`config.mk`:
```
export PLATFORM = sky130hd
export DESIGN_NAME = multicycle_controller
export DESIGN_NICKNAME = d
export VERILOG_FILES = /design/src/rtl/multicycle_controller.sv
export SDC_FILE = /design/constraint.sdc
export NUM_CORES = 1
export LEC_CHECK = 0
export CORE_UTILIZATION = 51
export CTS_CLUSTER_SIZE = 14
export DETAILED_ROUTE_END_ITERATION = 8
export PLACE_DENSITY = 0.85
export SYNTH_ARGS = -nofsm -noshare
export SYNTH_HDL_FRONTEND = slang
export SYNTH_SLANG_ARGS = --single-unit
```
`constraint.sdc`:
```
create_clock -name clk -period 8.33 [get_ports clk]
set_input_delay 1.2495 -clock clk [delete_from_list [all_inputs] [get_ports clk]]
set_output_delay 1.2495 -clock clk [all_outputs]
set_load 0.02 [all_outputs]
```
`src/rtl/multicycle_controller.sv`:
```
// multicycle_controller: sequencing FSM for the multi-cycle MIPS-subset datapath.
// Ports:
//   clk, reset        rising-edge clock, synchronous active-high reset
//   opcode            IR[31:26], valid from DECODE onward
//   zero              ALU zero flag (consumed by the datapath via pc_write_cond)
//   mem_ready         memory completes the current access this cycle
//   pc_write .. pc_source   datapath enables and mux selects
//   state             current FSM state (debug)
//   retire            pulse in the last cycle of each instruction
//   halted            sticky illegal-opcode flag
//   instr_count       retired-instruction counter (wraps silently)
module multicycle_controller #(
   parameter int CNT_W = 32
) (
   input  logic             clk,
   input  logic             reset,
   input  logic [5:0]       opcode,
   input  logic             zero,
   input  logic             mem_ready,
   output logic             pc_write,
   output logic             pc_write_cond,
   output logic             iord,
   output logic             mem_read,
   output logic             mem_write,
   output logic             ir_write,
   output logic             mem_to_reg,
   output logic             reg_dst,
   output logic             reg_write,
   output logic             alu_src_a,
   output logic [1:0]       alu_src_b,
   output logic [1:0]       alu_op,
   output logic [1:0]       pc_source,
   output logic [3:0]       state,
   output logic             retire,
   output logic             halted,
   output logic [CNT_W-1:0] instr_count
);
   typedef enum logic [3:0] {
      FETCH  = 4'd0,
      DECODE = 4'd1,
      MEMADR = 4'd2,
      MEMRD  = 4'd3,
      MEMWB  = 4'd4,
      MEMWR  = 4'd5,
      EXEC   = 4'd6,
      ALUWB  = 4'd7,
      BRANCH = 4'd8,
      ADDIEX = 4'd9,
      ADDIWB = 4'd10,
      JUMP   = 4'd11,
      HALT   = 4'd12
   } state_t;
   localparam logic [5:0] OP_R    = 6'b000000;
   localparam logic [5:0] OP_LW   = 6'b100011;
   localparam logic [5:0] OP_SW   = 6'b101011;
   localparam logic [5:0] OP_BEQ  = 6'b000100;
   localparam logic [5:0] OP_ADDI = 6'b001000;
   localparam logic [5:0] OP_J    = 6'b000010;
   state_t state_q, state_d;
   logic halted_q;
   logic [CNT_W-1:0] cnt_q;
   // zero is applied by the datapath through pc_write_cond; the FSM does not branch on it
   logic unused_zero;
   assign unused_zero = zero;
   always_ff @(posedge clk) begin
      if (reset) begin
         state_q  <= FETCH;
         halted_q <= 1'b0;
         cnt_q    <= '0;
      end else begin
         state_q  <= state_d;
         halted_q <= halted_q | (state_d == HALT);
         cnt_q    <= cnt_q + CNT_W'(retire);
      end
   end
   // Every output is zero while reset is high so no partial write leaks out.
   always_comb begin
      state_d       = state_q;
      pc_write      = 1'b0;
      pc_write_cond = 1'b0;
      iord          = 1'b0;
      mem_read      = 1'b0;
      mem_write     = 1'b0;
      ir_write      = 1'b0;
      mem_to_reg    = 1'b0;
      reg_dst       = 1'b0;
      reg_write     = 1'b0;
      alu_src_a     = 1'b0;
      alu_src_b     = 2'b00;
      alu_op        = 2'b00;
      pc_source     = 2'b00;
      retire        = 1'b0;
      if (!reset) begin
         case (state_q)
            FETCH: begin
               mem_read  = 1'b1;
               alu_src_b = 2'b01;
               ir_write  = mem_ready;
               pc_write  = mem_ready;
               state_d   = mem_ready ? DECODE : FETCH;
            end
            DECODE: begin
               alu_src_b = 2'b11;
               case (opcode)
                  OP_LW, OP_SW: state_d = MEMADR;
                  OP_R:         state_d = EXEC;
                  OP_BEQ:       state_d = BRANCH;
                  OP_ADDI:      state_d = ADDIEX;
                  OP_J:         state_d = JUMP;
                  default:      state_d = HALT;
               endcase
            end
            MEMADR: begin
               alu_src_a = 1'b1;
               alu_src_b = 2'b10;
               state_d   = (opcode == OP_LW) ? MEMRD : MEMWR;
            end
            MEMRD: begin
               mem_read = 1'b1;
               iord     = 1'b1;
               state_d  = mem_ready ? MEMWB : MEMRD;
            end
            MEMWB: begin
               reg_write  = 1'b1;
               mem_to_reg = 1'b1;
               retire     = 1'b1;
               state_d    = FETCH;
            end
            MEMWR: begin
               mem_write = 1'b1;
               iord      = 1'b1;
               retire    = mem_ready;
               state_d   = mem_ready ? FETCH : MEMWR;
            end
            EXEC: begin
               alu_src_a = 1'b1;
               alu_op    = 2'b10;
               state_d   = ALUWB;
            end
            ALUWB: begin
               reg_write = 1'b1;
               reg_dst   = 1'b1;
               retire    = 1'b1;
               state_d   = FETCH;
            end
            BRANCH: begin
               alu_src_a     = 1'b1;
               alu_op        = 2'b01;
               pc_write_cond = 1'b1;
               pc_source     = 2'b01;
               retire        = 1'b1;
               state_d       = FETCH;
            end
            ADDIEX: begin
               alu_src_a = 1'b1;
               alu_src_b = 2'b10;
               state_d   = ADDIWB;
            end
            ADDIWB: begin
               reg_write = 1'b1;
               retire    = 1'b1;
               state_d   = FETCH;
            end
            JUMP: begin
               pc_write  = 1'b1;
               pc_source = 2'b10;
               retire    = 1'b1;
               state_d   = FETCH;
            end
            default: state_d = HALT;
         endcase
      end
   end
   assign state       = reset ? 4'd0 : state_q;
   assign halted      = halted_q & ~reset;
   assign instr_count = reset ? '0 : cnt_q;
endmodule

```
==> results of run 1 <==
worst max-delay path by stage:
| stage | endpoint | start | cells after the start | slack, ns |
|---|---|---|---|---|
| 6_report | cnt_q[30]$_SDFF_PP0_ | mem_ready | 9 | 3.72 |
| 5_1_grt | cnt_q[30]$_SDFF_PP0_ | mem_ready | 9 | 3.49 |
| 4_1_cts | cnt_q[30]$_SDFF_PP0_ | mem_ready | 9 | 3.75 |
| 3_5_place_dp | cnt_q[30]$_SDFF_PP0_ | mem_ready | 9 | 3.43 |
| 3_3_place_gp | cnt_q[30]$_SDFF_PP0_ | mem_ready | 9 | 3.48 |
| 2_1_floorplan | cnt_q[30]$_SDFF_PP0_ | reset | 11 | 3.13 |
metal layers:
layer / wire length, um / vias to the layer above / part of all wire / global-route usage
met5: 0 / - / 0 / 0
li1: - / 1121 / - / -
met2: 2400 / 71 / 0.46 / 0.381
met4: 68 / 0 / 0.013 / 0.0990
met3: 298 / 8 / 0.057 / 0.0600
met1: 2430 / 1008 / 0.47 / 0.309
cell type report:
cell class                 count  area share
tap                           50      0.0215
clock buffer                   7      0.0297
timing repair buffer          63       0.214
sequential                    37       0.254
multi-input combinational    229       0.469
inverter                       9      0.0116
worst max-delay path, stage by stage:
cell and delay [ns]:
clkdlybuf4s50_1 0.58, a21oi_1 0.09, a2111oi_0 0.64, ha_1 0.34, ha_1 0.25, nand2_1 0.15, or4_1 0.73, nor4_1 0.39
mux2_2 0.37
synth_stat cells (3+ instances only):
| library cell | number |
|---|---|
| nor2_1 | 41 |
| dfxtp_1 | 37 |
| nor2b_1 | 33 |
| nand2_1 | 24 |
| nor3_1 | 13 |
| nand3_1 | 12 |
| clkbuf_1 | 10 |
| mux2_2 | 10 |
| nor4_1 | 10 |
| o21ai_0 | 10 |
| inv_1 | 9 |
| xnor2_1 | 9 |
| a21oi_1 | 8 |
| and3_1 | 8 |
| or4_1 | 8 |
| nand4_1 | 5 |
| xor2_1 | 5 |
| buf_1 | 4 |
| a31oi_1 | 3 |
| o211ai_1 | 3 |
| or3_1 | 3 |
where the power goes:
group          switching, mW  internal [mW]
Clock                 0.0623         0.0657
Sequential           0.00976          0.181
Combinational         0.0407         0.0348
Total                  0.113          0.281
kinds of logic after synthesis:
logic type / count (synthesis) / synth area share
compound gates: 33 / 0.0915
xor+xnor: 14 / 0.0550
fa+ha+maj: 2 / 0.0112
buf+inv: 28 / 0.0550
flops: 37 / 0.332
mux: 11 / 0.0550
simple gates: 169 / 0.400
cell usage in the layout, fill, tap and decap left out, types with 5 or more instances in the layout:
| master | Yosys | layout |
|---|---|---|
| or4_1 | 8 | 8 |
| mux2_2 | 10 | 10 |
| dfxtp_1 | 37 | 37 |
| a21oi_1 | 8 | 8 |
| nand3_1 | 12 | 12 |
| o21ai_0 | 10 | 10 |
| clkdlybuf4s50_1 | 0 | 61 |
| nand4_1 | 5 | 5 |
| nor3_1 | 13 | 13 |
| nor4_1 | 10 | 10 |
| nor2_1 | 41 | 41 |
| xor2_1 | 5 | 5 |
| inv_1 | 9 | 9 |
| nor2b_1 | 33 | 33 |
| and3_1 | 8 | 8 |
| nand2_1 | 24 | 24 |
| clkbuf_8 | 0 | 6 |
| xnor2_1 | 9 | 9 |
metrics by stage:
| step | instances | power, mW | instance area [um2] | util |
|---|---|---|---|---|
| after detailed placement | 388 | 0.270 | 2830 | 0.691 |
| after global placement | 388 | 0.268 | 2830 | 0.691 |
| final | 395 | 0.394 | 2910 | 0.712 |
| after CTS | 395 | 0.397 | 2910 | 0.712 |
| after global routing | 395 | 0.411 | 2910 | 0.712 |
| after floorplan | 294 | 0.241 | 2230 | - |
state kept, by name, summed over array words and instances, names as in the netlist:
name and count:
cnt_q 32, state_q 4, halted_q 1
==> flow_metrics.tcl, run 1 <==
set metrics [dict create \
    status "finished clean" \
    grt_pass1_vias 1842 \
    worstPathArrival_ns 4.78 \
    overflow 0 \
    synthCells 294 \
    whs_endpoint "halted_q$_SDFF_PP0_" \
    die_w_um 68.1 \
    ys_seq_elements 37 \
    vias 2208 \
    crit_path_end_kind "flop" \
    finalNetCount 357 \
    postCtsSetupBuffers 0 \
    drtAntennaViolNets 0 \
    seq_area_um2 741 \
    clk_pin_slew_ns 0.07 \
    gp_congestion 0.898 \
    grt_usage 0.241 \
    antenna_found_initial 0 \
    grt_start_max_net_pins 81 \
    synth.net_count 306 \
    synth_top_area_cell "dfxtp_1" \
    portBuffers 62 \
    rr_worst_depth 9 \
    multi_input_area_um2 1370 \
    dr.pass1.iters 4 \
    yosys-top-cells-area "dfxtp_1 (33%), nor2b_1 (9.3%), nor2_1 (6.9%)" \
    holdPathStages 2 \
    hold_buffers 0 \
    rsz0062_at_grt "false" \
    row_count 23 \
    syn_avg_cell_area_um2 7.58 \
    ctsLongestPathBuffers 2 \
    crit_type "input pin to flop" \
    worst_slew_pin_slew_ns 0.732 \
    ir_drop_uv 122 \
    cts_buffers 5 \
    critPathLaunchType "input pin" \
    die-height_um 68.1 \
    synth-seq-area-share 0.332 \
    synthArstFlopShare 0 \
    diodes 0 \
    p_leak_nw 1.04 \
    hold_class "flop to flop" \
    final.setup.tns_ns 0 \
    synth_edf_count 0 \
    syn-cell-area_um2 2230 \
    fin_skew_ns 0.00544 \
    yosysWarnings 0 \
    preCtsSetupSlack_ns 3.43 \
    fillers 353 \
    initial_core_util 0.545 \
    required_ns 8.51 \
    drt_iter0_markers 209 \
    cts_tree "yes" \
    drc 0 \
    worstReg2RegStart "state_q[1]$_SDFF_PP0_" \
    wirelength_um 5200 \
    yosysUniqueCellTypes 43 \
    areaGrowthSynthToFinish_pct 30.7 \
    drive_gt1_frac 0.0667 \
    p_per_area_nw_per_um2 135 \
    cts-resized-gates 0 \
    hpwl_um 3610 \
    finalHoldViolations 0 \
    drv_slew 0 \
    finalSetupViolations 0 \
    drv_cap 0 \
    fin_crit_sh 0.553 \
    hold_ws_ns 0.490 \
    setup_ws_ns 3.72 \
    relSlewSlack 0.512 \
    clk_latency_ns 0.29 \
    cts_root_buf "clkbuf_8" \
    path_max_fanout 11 \
    max_freq_ghz 0.217 \
    synth-main-ff-cell "dfxtp_1" \
    routed_via_density 5.59 \
    r2r_slack_ns 4.30 \
    cts_max_level 2 \
    wl_per_cell_um 13.2 \
    cts_sinks 37 \
    hold_start "halted_q$_SDFF_PP0_" \
    die-area_um2 4640 \
    r2r-end "cnt_q[30]$_SDFF_PP0_" \
    synth_top_area_frac 0.332 \
    ios 64 \
    grt_pass1_wl_um 8370 \
    coreArea_um2 4090 \
    period_needed_ns 4.61 \
]
Power figures use the tool's default switching activity.
==> run 2: changes to the inputs <==
--- a/config.mk
+++ b/config.mk
@@ -5,10 +5,10 @@
 export SDC_FILE = /design/constraint.sdc
 export NUM_CORES = 1
 export LEC_CHECK = 0
-export CORE_UTILIZATION = 51
+export CORE_UTILIZATION = 48
 export CTS_CLUSTER_SIZE = 14
 export DETAILED_ROUTE_END_ITERATION = 8
-export PLACE_DENSITY = 0.85
+export PLACE_DENSITY = 0.81
 export SYNTH_ARGS = -nofsm -noshare
 export SYNTH_HDL_FRONTEND = slang
 export SYNTH_SLANG_ARGS = --single-unit
==> constraint.sdc (replaced) <==
create_clock -name clk -period 4.3 [get_ports clk]
set_input_delay 0.645 -clock clk [delete_from_list [all_inputs] [get_ports clk]]
set_output_delay 0.645 -clock clk [all_outputs]
set_load 0.02 [all_outputs]
==> flow_metrics.tcl, run 2 (same netlist as run 1, synthesis figures left out) <==
set metrics [dict create \
    status "finished clean" \
    placed_area_um2 2840 \
    required_ns 4.47 \
    grt_usage 0.223 \
    path_max_fanout 12 \
    largest-register "cnt_q" \
    fin_crit_sh 0.893 \
    cts-resized-gates 0 \
    crit_chain "nand2b_1 > nand2_1 > a2111oi_1 > ha_1 > ha_1 > nand2_1 > or4_1 > nor4_1 > mux2_2" \
    final.setup.tns_ns 0 \
    startpoint "state_q[0]$_SDFF_PP0_" \
    drv_slew 0 \
    final_cell_mix "clkdlybuf4s50_1 (61), nor2_1 (41), dfxtp_1 (37)" \
    wl_per_cell_um 12.9 \
    routed_via_density 5.55 \
    ios 64 \
    hold_start "halted_q$_SDFF_PP0_" \
    p_per_area_nw_per_um2 261 \
    hpwl_um 3660 \
    fin_skew_ns 0.00745 \
    max_freq_ghz 0.261 \
    row_count 24 \
    dr.pass1.iters 4 \
    whs_endpoint "halted_q$_SDFF_PP0_" \
    finalHoldViolations 0 \
    ir_drop_uv 190 \
    worst_slew_pin_slew_ns 0.740 \
    relSlewSlack 0.507 \
    largest_reg_flops 32 \
    die_w_um 70.1 \
    worstReg2RegStart "state_q[0]$_SDFF_PP0_" \
    r2r_slack_ns 0.46 \
    grt_pass1_vias 1998 \
    die-area_um2 4920 \
    cts_sinks 37 \
    finalNetCount 359 \
    period_needed_ns 3.84 \
    rr_worst_depth 9 \
    drive_gt1_frac 0.0749 \
    critPathLaunchType "flop" \
    hold_class "flop to flop" \
    p_leak_nw 1.05 \
    wirelength_um 5140 \
    drtAntennaViolNets 0 \
    max_stage_delay_ns 0.73 \
    areaGrowthSynthToFinish_pct 31.7 \
    cts_root_buf "clkbuf_8" \
    stdcell_area_um2 2930 \
    grt_start_max_net_pins 80 \
    layout_commonest_cell "clkdlybuf4s50_1" \
    gp_congestion 0.906 \
    grt_pass1_wl_um 8960 \
    vias 2216 \
    slowest_stage "or4_1" \
    preCtsSetupSlack_ns 0.196 \
    die-height_um 70.1 \
    drc 0 \
    cts_buffers 5 \
    ctsLongestPathBuffers 2 \
    cts_max_level 2 \
    portBuffers 62 \
    crit_path_end_kind "flop" \
    coreArea_um2 4410 \
    postCtsSetupBuffers 0 \
    drv_cap 0 \
    fillers 378 \
    fin_util 0.665 \
    reg_top3 "cnt_q x32, state_q x4, halted_q x1" \
    clk_latency_ns 0.28 \
    diodes 0 \
    setup_ws_ns 0.462 \
    overflow 0 \
    hold_buffers 0 \
    antenna_found_initial 0 \
    clk_pin_slew_ns 0.07 \
    cts_tree "yes" \
    initial_core_util 0.505 \
    holdPathStages 2 \
    r2r-end "cnt_q[30]$_SDFF_PP0_" \
    worstPathArrival_ns 4.01 \
    drt_iter0_markers 174 \
    rsz0062_at_grt "false" \
    finalSetupViolations 0 \
    crit_type "flop to flop" \
]
-- run 2: power breakdown --
group          switching [mW]  total, mW  internal, mW
Combinational          0.0811      0.150        0.0690
Sequential             0.0184      0.368         0.350
Clock                   0.120      0.247         0.127
-- run 2: per-stage QoR --
step                hold slack [ns]  std cells  power (mW)
floorplan                     0.456        294       0.467
global placement              0.467        392       0.523
detailed placement            0.481        392       0.524
CTS                           0.492        399       0.770
global route                  0.529        399       0.805
finish                        0.489        399       0.765
-- run 2: layout make-up --
cell class / instances / area [um2] / share of cell area
timing repair buffer: 65 / 638 / 0.217
inverter: 9 / 33.8 / 0.0115
sequential: 37 / 741 / 0.252
clock inverter: 1 / 7.51 / 0.00256
tap: 52 / 65.1 / 0.0222
clock buffer: 6 / 82.6 / 0.0281
multi-input combinational: 229 / 1370 / 0.466
-- run 2: worst max path at each step --
stage | to | slack [ns] | depth (start not counted)
floorplan | cnt_q[30]$_SDFF_PP0_ | 0.04 | 11
global placement | cnt_q[30]$_SDFF_PP0_ | 0.33 | 9
detailed placement | cnt_q[30]$_SDFF_PP0_ | 0.20 | 9
CTS | cnt_q[30]$_SDFF_PP0_ | 0.45 | 9
global route | cnt_q[30]$_SDFF_PP0_ | 0.07 | 9
finish | cnt_q[30]$_SDFF_PP0_ | 0.46 | 9
-- run 2: metal layers --
layer,wire length (um),share of wire,global-route usage,vias up
li1,-,-,-,1128
met1,2350,0.46,0.286,1012
met2,2450,0.48,0.361,69
met3,278,0.054,0.0577,7
met4,60,0.012,0.0778,0
met5,0,0,0,-
-- run 2: worst max-delay path: cells and delay by family (launching register included) --
family,cells,cell delay [ns]
simple gates,5,1.62
fa+ha+maj,2,0.59
compound gates,1,0.58
flops,1,0.55
mux,1,0.37
==> run 3: changes to the inputs <==
--- a/config.mk
+++ b/config.mk
@@ -5,10 +5,11 @@
 export SDC_FILE = /design/constraint.sdc
 export NUM_CORES = 1
 export LEC_CHECK = 0
-export CORE_UTILIZATION = 48
+export ABC_AREA = 1
+export CORE_UTILIZATION = 49
 export CTS_CLUSTER_SIZE = 14
 export DETAILED_ROUTE_END_ITERATION = 8
-export PLACE_DENSITY = 0.81
+export PLACE_DENSITY = 0.8
 export SYNTH_ARGS = -nofsm -noshare
 export SYNTH_HDL_FRONTEND = slang
 export SYNTH_SLANG_ARGS = --single-unit
==> flow_metrics.tcl, run 3 <==
set metrics [dict create \
    syn_avg_cell_area_um2 6.17 \
    cts_max_level 2 \
    clk_pin_slew_ns 0.07 \
    hold_start "halted_q$_SDFF_PP0_" \
    antenna_found_initial 0 \
    p_per_area_nw_per_um2 235 \
    yosys-top-cells-area "dfxtp_1 (30%), nor2_1 (13%), nand2_1 (11%)" \
    gp_congestion 0.907 \
    relSlewSlack 0.548 \
    cts_tree "yes" \
    setup_ws_ns 1.49 \
    path_max_fanout 70 \
    largest_reg_flops 32 \
    worst_slew_pin_slew_ns 0.679 \
    synthCells 400 \
    max_freq_ghz 0.356 \
    drtAntennaViolNets 0 \
    crit_path_end_kind "primary output" \
    cts_buffers 5 \
    synth_top_area_cell "dfxtp_1" \
    synth_edf_count 0 \
    synth_top_area_frac 0.300 \
    slowest_stage "clkdlybuf4s50_1" \
    hpwl_um 4390 \
    drt_iter0_markers 189 \
    r2r_slack_ns 1.60 \
    stdcell_area_um2 3240 \
    ios 64 \
    dr.pass1.iters 5 \
    ys_seq_elements 37 \
    fillers 425 \
    overflow 0 \
    wl_per_cell_um 11.2 \
    rr_worst_depth 15 \
    grt_start_max_net_pins 71 \
    drv_slew 0 \
    areaGrowthSynthToFinish_pct 31.4 \
    power_uw 762 \
    routed_via_density 5.02 \
    die_w_um 72.9 \
    stdcell_count 527 \
    fin_util 0.677 \
    cts-resized-gates 0 \
    synth-seq-area-share 0.300 \
    ctsLongestPathBuffers 2 \
    die-height_um 72.9 \
    clk_latency_ns 0.29 \
    cts_root_buf "clkbuf_8" \
    synthMostInstantiatedCell "nor2_1" \
    finalSetupViolations 0 \
    crit_chain "buf_2 > buf_4 > nor3_1 > clkdlybuf4s50_1" \
    row_count 25 \
    finalNetCount 471 \
    postCtsSetupBuffers 0 \
    finalHoldViolations 0 \
    reg_top3 "cnt_q x32, state_q x4, halted_q x1" \
    worstPathArrival_ns 2.17 \
    grt_pass1_vias 2375 \
    drv_cap 0 \
    initial_core_util 0.515 \
    hold_class "flop to flop" \
    yosysUniqueCellTypes 36 \
    diodes 0 \
    ir_drop_uv 144 \
    drc 0 \
    final_cell_mix "nor2_1 (86), nand2_1 (73), clkdlybuf4s50_1 (61)" \
    holdPathStages 2 \
    vias 2643 \
    largest-register "cnt_q" \
    grt_pass1_wl_um 9850 \
    placed_area_um2 3120 \
    whs_endpoint "halted_q$_SDFF_PP0_" \
    final.setup.tns_ns 0 \
    r2r-end "cnt_q[20]$_SDFF_PP0_" \
    required_ns 3.65 \
    fin_crit_sh 0.654 \
    synth_common_cells "nor2_1 (86), nand2_1 (73), inv_1 (56)" \
    portBuffers 62 \
    grt_usage 0.236 \
    syn-cell-area_um2 2470 \
    fin_skew_ns 0.0101 \
    synth.net_count 412 \
    status "finished clean" \
    hold_buffers 0 \
    period_needed_ns 2.81 \
    p_leak_nw 1.25 \
    hold_ws_ns 0.454 \
    multi_input_area_um2 1430 \
    rsz0062_at_grt "false" \
    die-area_um2 5320 \
    layout_commonest_cell "nor2_1" \
    synthArstFlopShare 0 \
    worstReg2RegStart "state_q[3]$_SDFF_PP0_" \
    wirelength_um 5920 \
    preCtsSetupSlack_ns 1.27 \
    crit_type "input pin to primary output" \
    max_stage_delay_ns 0.69 \
    post-place-cells 519 \
    synth-main-ff-cell "dfxtp_1" \
    drive_gt1_frac 0.0957 \
    coreArea_um2 4790 \
    critPathLaunchType "input pin" \
    cts_sinks 37 \
    seq_area_um2 741 \
    yosysWarnings 0 \
]
run 3: how the worst max path moves through the flow:
stage / slack, ns / end / from / cells after the start
floorplan: 1.49 / cnt_q[16]$_SDFF_PP0_ / reset / 16
global placement: 1.29 / cnt_q[22]$_SDFF_PP0_ / mem_ready / 16
detailed placement: 1.27 / cnt_q[22]$_SDFF_PP0_ / mem_ready / 16
CTS: 1.48 / alu_op[0] / reset / 4
global route: 1.28 / cnt_q[22]$_SDFF_PP0_ / state_q[3]$_SDFF_PP0_ / 17
finish: 1.49 / alu_op[0] / reset / 4
run 3: final cells by class:
cell class	count	share of cell area
clock buffers	7	0.0267
clock inverters	1	0.00927
inverters	65	0.0757
multi-input cells	287	0.441
flip-flops and latches	37	0.229
well taps	67	0.0259
repair buffers	63	0.192
run 3: logic make-up after synthesis:
group,Yosys count,share of synthesized area
AND/OR/NAND/NOR,233,0.454
buffers and inverters,76,0.120
AO/OA/AOI/OAI,50,0.109
flip-flops,37,0.300
XOR/XNOR,2,0.00710
adder cells (fa/ha/maj),2,0.0101
run 3: routing by layer:
layer,GRT usage,vias to the layer above,wire (um)
met5,0,-,0
met4,0.0806,0,79
met3,0.0470,7,346
met2,0.414,99,2780
met1,0.286,1154,2720
li1,-,1383,-
run 3: critical path, delay by kind of cell:
family	cells	cell delay, ns
buf+inv	3	1.10
simple gates	1	0.39
run 3: power breakdown:
group	switching (mW)	internal [mW]	total [mW]
clock network	0.122	0.189	0.311
logic	0.0612	0.0381	0.0993
registers	0.00519	0.346	0.352
